**src/rtl/costas_sync_pkg.sv**
```systemverilog
// Shared types, widths and helpers for the Costas sync reference qualifier.
package costas_sync_pkg;

  // Width of the period, pulse, holdoff and lock counters.
  localparam int unsigned CNT_W     = 32;
  // One extra bit so period arithmetic can go negative without wrapping.
  localparam int unsigned CNT_W_EXT = CNT_W + 1;

  typedef enum logic [1:0] {
    StIdle,
    StArmed,
    StPulse,
    StHoldoff
  } state_e;

  // True when |meas - period| <= tol, evaluated in signed arithmetic.
  function automatic logic in_tol(input logic [CNT_W-1:0] meas,
                                  input logic [CNT_W-1:0] period,
                                  input logic [CNT_W-1:0] tol);
    logic signed [CNT_W:0] diff;
    logic signed [CNT_W:0] lim;
    diff = $signed({1'b0, meas}) - $signed({1'b0, period});
    lim  = $signed({1'b0, tol});
    return (diff <= lim) && (diff >= -lim);
  endfunction

endpackage

```
**src/rtl/sync_glitch_filter.sv**
```systemverilog
// Synchroniser chain plus run-length glitch filter with a registered rising-edge strobe.
module sync_glitch_filter
  import costas_sync_pkg::*;
#(
  parameter int unsigned SYNC_STAGES = 2,
  parameter int unsigned FILTER_LEN  = 3
) (
  input  logic clockin,
  input  logic rstn,
  input  logic din,
  output logic level,
  output logic rise
);

  localparam int unsigned FCW = (FILTER_LEN > 1) ? $clog2(FILTER_LEN) : 1;

  logic [SYNC_STAGES-1:0] sync_q;
  logic [FCW-1:0]         fcnt_q;
  logic                   level_q;
  logic                   level_prev_q;
  logic                   rise_q;
  logic                   sample;

  assign sample = sync_q[SYNC_STAGES-1];
  assign level  = level_q;
  assign rise   = rise_q;

  // Shift the asynchronous input through the synchroniser flops.
  always_ff @(posedge clockin or negedge rstn) begin
    if (!rstn) begin
      sync_q <= '0;
    end else begin
      sync_q <= {sync_q[SYNC_STAGES-2:0], din};
    end
  end

  // Level follows the sample only after FILTER_LEN consecutive disagreeing samples.
  always_ff @(posedge clockin or negedge rstn) begin
    if (!rstn) begin
      fcnt_q  <= '0;
      level_q <= 1'b0;
    end else if (sample == level_q) begin
      fcnt_q <= '0;
    end else if (fcnt_q == FCW'(FILTER_LEN - 1)) begin
      fcnt_q  <= '0;
      level_q <= sample;
    end else begin
      fcnt_q <= fcnt_q + 1'b1;
    end
  end

  // One-cycle strobe, one cycle after the filtered level goes 0 -> 1.
  always_ff @(posedge clockin or negedge rstn) begin
    if (!rstn) begin
      level_prev_q <= 1'b0;
      rise_q       <= 1'b0;
    end else begin
      level_prev_q <= level_q;
      rise_q       <= level_q & ~level_prev_q;
    end
  end

endmodule

```
**src/rtl/costas_sync_qualifier.sv**
```systemverilog
// Qualifies the external sync reference and drives the divider's active-low sync pulse.
module costas_sync_qualifier
  import costas_sync_pkg::*;
#(
  parameter int unsigned SYNC_STAGES = 2,
  parameter int unsigned FILTER_LEN  = 3,
  parameter int unsigned PULSE_WIDTH = 2,
  parameter int unsigned HOLDOFF     = 500,
  parameter int unsigned PERIOD      = 1001,
  parameter int unsigned TOL         = 4,
  parameter int unsigned LOCK_COUNT  = 4
) (
  input  logic clockin,
  input  logic rstn,
  input  logic enable,
  input  logic sync_raw,
  output logic sync,
  output logic locked,
  output logic missed
);

  localparam logic [CNT_W:0] TIMEOUT_VAL =
    CNT_W_EXT'(PERIOD) + CNT_W_EXT'(TOL) + CNT_W_EXT'(1);

  logic level;
  logic rise;

  sync_glitch_filter #(
    .SYNC_STAGES(SYNC_STAGES),
    .FILTER_LEN (FILTER_LEN)
  ) u_filter (
    .clockin(clockin),
    .rstn   (rstn),
    .din    (sync_raw),
    .level  (level),
    .rise   (rise)
  );

  state_e           state_q, state_d;
  logic [CNT_W-1:0] pcnt_q, pcnt_d;
  logic [CNT_W-1:0] hcnt_q, hcnt_d;
  logic [CNT_W-1:0] per_q, per_d;
  logic [CNT_W-1:0] good_q, good_d;
  logic             first_q, first_d;
  logic             sync_q, sync_d;
  logic             locked_q, locked_d;
  logic             missed_q, missed_d;
  logic             run_q;
  logic             accept;
  logic             timeout_hit;
  logic             idle_now;

  assign sync   = sync_q;
  assign locked = locked_q;
  assign missed = missed_q;

  // Hold the FSM for one edge after reset release so it moves on the second edge.
  always_ff @(posedge clockin or negedge rstn) begin
    if (!rstn) begin
      run_q <= 1'b0;
    end else begin
      run_q <= 1'b1;
    end
  end

  // Edge acceptance, timeout, FSM, measurement and output next-state.
  always_comb begin
    state_d  = state_q;
    pcnt_d   = pcnt_q;
    hcnt_d   = hcnt_q;
    per_d    = per_q;
    good_d   = good_q;
    first_d  = first_q;

    idle_now    = (state_q == StIdle) || !enable;
    accept      = (state_q == StArmed) && enable && rise && level;
    // An edge landing on the timeout cycle takes precedence over the miss.
    timeout_hit = !idle_now && !first_q && ({1'b0, per_q} == TIMEOUT_VAL);
    missed_d    = timeout_hit && !accept;

    unique case (state_q)
      StIdle: begin
        if (enable && run_q) state_d = StArmed;
      end
      StArmed: begin
        if (accept) begin
          state_d = StPulse;
          pcnt_d  = CNT_W'(1);
        end
      end
      StPulse: begin
        if (pcnt_q >= PULSE_WIDTH) begin
          state_d = StHoldoff;
          hcnt_d  = CNT_W'(1);
        end else begin
          pcnt_d = pcnt_q + 1'b1;
        end
      end
      StHoldoff: begin
        if (hcnt_q >= HOLDOFF) begin
          state_d = StArmed;
        end else begin
          hcnt_d = hcnt_q + 1'b1;
        end
      end
      default: state_d = StIdle;
    endcase

    if (!enable) state_d = StIdle;

    if (idle_now) begin
      per_d   = '0;
      good_d  = '0;
      first_d = 1'b1;
    end else if (accept) begin
      per_d   = CNT_W'(1);
      first_d = 1'b0;
      if (!first_q) begin
        if (in_tol(per_q, CNT_W'(PERIOD), CNT_W'(TOL))) begin
          good_d = (good_q < LOCK_COUNT) ? good_q + 1'b1 : good_q;
        end else begin
          good_d = '0;
        end
      end
    end else begin
      if (per_q != '1) per_d = per_q + 1'b1;
      if (timeout_hit) good_d = '0;
    end

    sync_d   = (state_d != StPulse);
    locked_d = enable && (good_q == LOCK_COUNT);
  end

  // State, counters and registered outputs.
  always_ff @(posedge clockin or negedge rstn) begin
    if (!rstn) begin
      state_q  <= StIdle;
      pcnt_q   <= '0;
      hcnt_q   <= '0;
      per_q    <= '0;
      good_q   <= '0;
      first_q  <= 1'b1;
      sync_q   <= 1'b1;
      locked_q <= 1'b0;
      missed_q <= 1'b0;
    end else begin
      state_q  <= state_d;
      pcnt_q   <= pcnt_d;
      hcnt_q   <= hcnt_d;
      per_q    <= per_d;
      good_q   <= good_d;
      first_q  <= first_d;
      sync_q   <= sync_d;
      locked_q <= locked_d;
      missed_q <= missed_d;
    end
  end

endmodule
```
**config.mk**
```make
export PLATFORM = sky130hd
export DESIGN_NAME = costas_sync_qualifier
export DESIGN_NICKNAME = d
export VERILOG_FILES = /design/src/rtl/costas_sync_pkg.sv /design/src/rtl/sync_glitch_filter.sv /design/src/rtl/costas_sync_qualifier.sv
export SDC_FILE = /design/constraint.sdc
export NUM_CORES = 1
export LEC_CHECK = 0
export BUFFER_PORTS_ARGS = -buffer_cell sky130_fd_sc_hd__buf_4
export CAP_MARGIN = 10
export CORE_MARGIN = 1
export CORE_UTILIZATION = 36
export DETAILED_ROUTE_END_ITERATION = 6
export GPL_ROUTABILITY_DRIVEN = 1
export RECOVER_POWER = 100
export REMOVE_ABC_BUFFERS = 1
export SLEW_MARGIN = 20
export SYNTH_ARGS = -nofsm -noshare
export SYNTH_HDL_FRONTEND = slang
export SYNTH_HIERARCHICAL = 1
export SYNTH_SLANG_ARGS = --single-unit
```
**constraint.sdc**
```tcl
create_clock -name clockin -period 2.7 [get_ports clockin]
set_input_delay 0.135 -clock clockin [delete_from_list [all_inputs] [get_ports clockin]]
set_output_delay 0.135 -clock clockin [all_outputs]
set_load 0.03 [all_outputs]
```
==> impl_metrics.tcl <==
set metrics [dict create \
    async_flop_share_pct 100 \
    leakage_uw 0.00377 \
    clk_pin_slew_ns 0.07 \
    clock_sinks 142 \
    antenna_left 0 \
    drv_slew 71 \
    finalInstanceArea_um2 8250 \
    synth_flop_cell "dfrtp_1" \
    synth.most_common_cell "dfrtp_1" \
    synth_edf_count 0 \
    skew_ns 0.00555 \
    drv_cap 1 \
    period_needed_ns 2.84 \
    cp_cell_sequence "or4_4 -> nor3_4 -> o2111ai_2 -> xnor2_1 -> or4_1 -> nor3_2 -> or3_4 -> mux2_2" \
    grt_max_degree 71 \
    synth.avg_cell_area_um2 10.1 \
    final_cell_count_no_fill 997 \
    yosysTopAreaCell "dfrtp_1" \
    grt-ovfl-total 0 \
    cts_tree "done" \
    vias_per_cell 5.29 \
    status "complete, but fails checks" \
    synth_area_leaders "dfrtp_1 52%, and2_1 5.0%, nor2_1 4.3%, nor4_1 2.6%, xor2_1 2.3%" \
    design.core.area_um2 18100 \
    area_growth_pct 22.3 \
    path_class "flop to flop" \
    h-tree-depth 4 \
    synth_cell_types 69 \
    grtUsageTotal_pct 16.8 \
    gp_congestion 0.880 \
    start_kind "flop" \
    max_freq_ghz 0.353 \
    ys_seq_elements 142 \
    final_hold_viol_count 0 \
    drc_errors 0 \
    synth_top_area_share_pct 51.9 \
    die_h_um 139 \
    cts.path.max_buffers 2 \
    critPathSlowestCell "or4_4" \
    nets 769 \
    dpl.cell_count 961 \
    dieWidth_um 139 \
    slowest_delay_ns 0.57 \
    antenna_cells 0 \
    setup_ws_ns -0.136 \
    max-slew-margin-rel_pct -8.73 \
    period_share_pct 105 \
    die_area_um2 19300 \
    rsz0062_at_grt "true" \
    cp-end-kind "flop" \
    grt_pass1_wl_um 25900 \
    layout-drive-gt1-share_pct 19.0 \
    cp.arrival_ns 3.14 \
    io_pins 7 \
    ys_warn_count 6 \
    antenna_found_initial 0 \
    finalWirelength_um 15100 \
    hpwl_um 10800 \
    initial_utilization_pct 37.2 \
    vias 5278 \
    worstPathRequired_ns 3.01 \
    violations "capacitance limit, slew limit, setup timing" \
    portBuffers 6 \
    ir_drop_mv 0.403 \
    syn_area_um2 6740 \
    yosys-top-cells-count "140 x dfrtp_1, 78 x nor2_1, 54 x and2_1" \
    finalSetupViolations 33 \
    ys_seq_area_share_pct 52.7 \
    path_max_fanout 4 \
    drtIter0Drc 322 \
    cts_made_buffers 17 \
    place_area_um2 7620 \
    placementRows 49 \
    syn_inst 671 \
    routedWlPerCell_um 15.2 \
    hold_path.class "flop to flop" \
    power_density_nw_per_um2 645 \
    root_buffer "clkbuf_16" \
    dr.pass1.iters 7 \
    grt_pass1_vias 5339 \
    worst_pin_slew_ns 1.63 \
    worstSkewPairLatency_ns 0.42 \
]
==> area by class of cell <==
cell class                 count  area (um^2)
fill                        1683         9900
sequential                   142         3560
multi-input combinational    479         3050
timing repair buffer          98          699
clock buffer                  17          425
tap                          229          287
clock inverter                15          164
inverter                      17         63.8
==> path summary, 6_finish.rpt <==
path,from,endpoint,slack (ns),depth (start not counted)
hold reg to reg,u_filter/sync_q[0],u_filter/sync_q[1],0.34,0
min in group asynchronous,rstn,per_q[8],0.66,2
max in group asynchronous,rstn,hcnt_q[20],0.43,3
setup / recovery,per_q[12],good_q[1],-0.14,8
hold / removal,u_filter/sync_q[0],u_filter/sync_q[1],0.34,0
setup reg to reg,per_q[12],good_q[1],-0.14,8
==> flip-flops by register name, indices dropped and copies added (netlist names) <==
name                   cells
good_q                    32
sync                       1
hcnt_q                    32
pcnt_q                    32
u_filter/rise              1
missed                     1
first_q                    1
u_filter/level_prev_q      1
u_filter/fcnt_q            2
state_q                    2
locked                     1
u_filter/sync_q            2
run_q                      1
u_filter/level             1
per_q                     32
==> worst max-delay path, delay by kind of cell (launching register included) <==
kind                      cells  cell delay (ns)
AOI/OAI and AO/OA             1             0.16
DFF                           1             0.40
xor gates and xnor gates      1             0.16
muxes                         1             0.33
and+or+nand+nor               5             1.67
==> through the flow <==
stage / setup WS [ns] / TNS (ns) / hold slack [ns] / util, % / power (uW)
6_report: -0.136 / -2.69 / 0.344 / 45.5 / 5320
5_1_grt: -0.220 / -12.71 / 0.346 / 45.5 / 5560
4_1_cts: -0.0468 / -0.389 / 0.281 / 45.8 / 5410
3_5_place_dp: -0.319 / -9.77 / 0.170 / 42.0 / 3020
3_3_place_gp: -0.178 / -5.20 / 0.162 / 42.0 / 3000
2_1_floorplan: -1.05 / -26.23 / -0.161 / - / 2690
==> cell families after synthesis <==
group,Yosys count,synth area share (%)
other,1,0.0556
XOR/XNOR,32,4.16
AND/OR/NAND/NOR,336,27.5
multiplexers,7,1.22
flip-flops,142,52.7
adder cells (fa/ha/maj),10,1.86
buffers and inverters,50,3.15
AO/OA/AOI/OAI,93,9.33
==> per-layer routing <==
metal | global-route usage [%] | wire, um | vias to the layer above
met4 | 6.90 | 316 | 0
met2 | 27.5 | 7150 | 92
met5 | 0 | 0 | -
met3 | 3.31 | 477 | 26
li1 | - | - | 2550
met1 | 21.8 | 7170 | 2610
==> where the power goes <==
group	switching, uW	internal [uW]	total [uW]
Sequential	75.5	2230	2300
Clock	1010	1320	2330
Combinational	387	295	682
==> placed cells by master, fill, tap and decap left out, types with 4 or more instances in the layout <==
master / n
and3_1: 16
xor2_1: 18
nand3_1: 26
and4_1: 5
and2_0: 17
inv_1: 17
nand4_1: 22
nor3b_1: 4
xnor2_1: 14
or3_1: 10
a31oi_1: 10
nor2_1: 77
buf_4: 74
and2_1: 37
o211ai_1: 6
inv_8: 5
o31a_1: 4
clkbuf_16: 17
inv_6: 7
nand2b_1: 7
clkbuf_1: 14
dfrtp_1: 140
a21oi_1: 25
ha_1: 10
nand2_1: 32
o21ai_0: 15
nor3_1: 17
nor4_1: 26
nor2b_1: 13
==> timing repair <==
item | in CTS | in global routing
cloned | 0 | 0
buffers inserted | 0 | 1
pin swaps | 4 | 5
hold buffers | 3 | 0
gates resized for setup | 15 | 5
endpoints found under the hold margin | 70 | 0
endpoints found under the setup margin | 35 | 33
No activity file was read; power rests on OpenSTA's default activity.
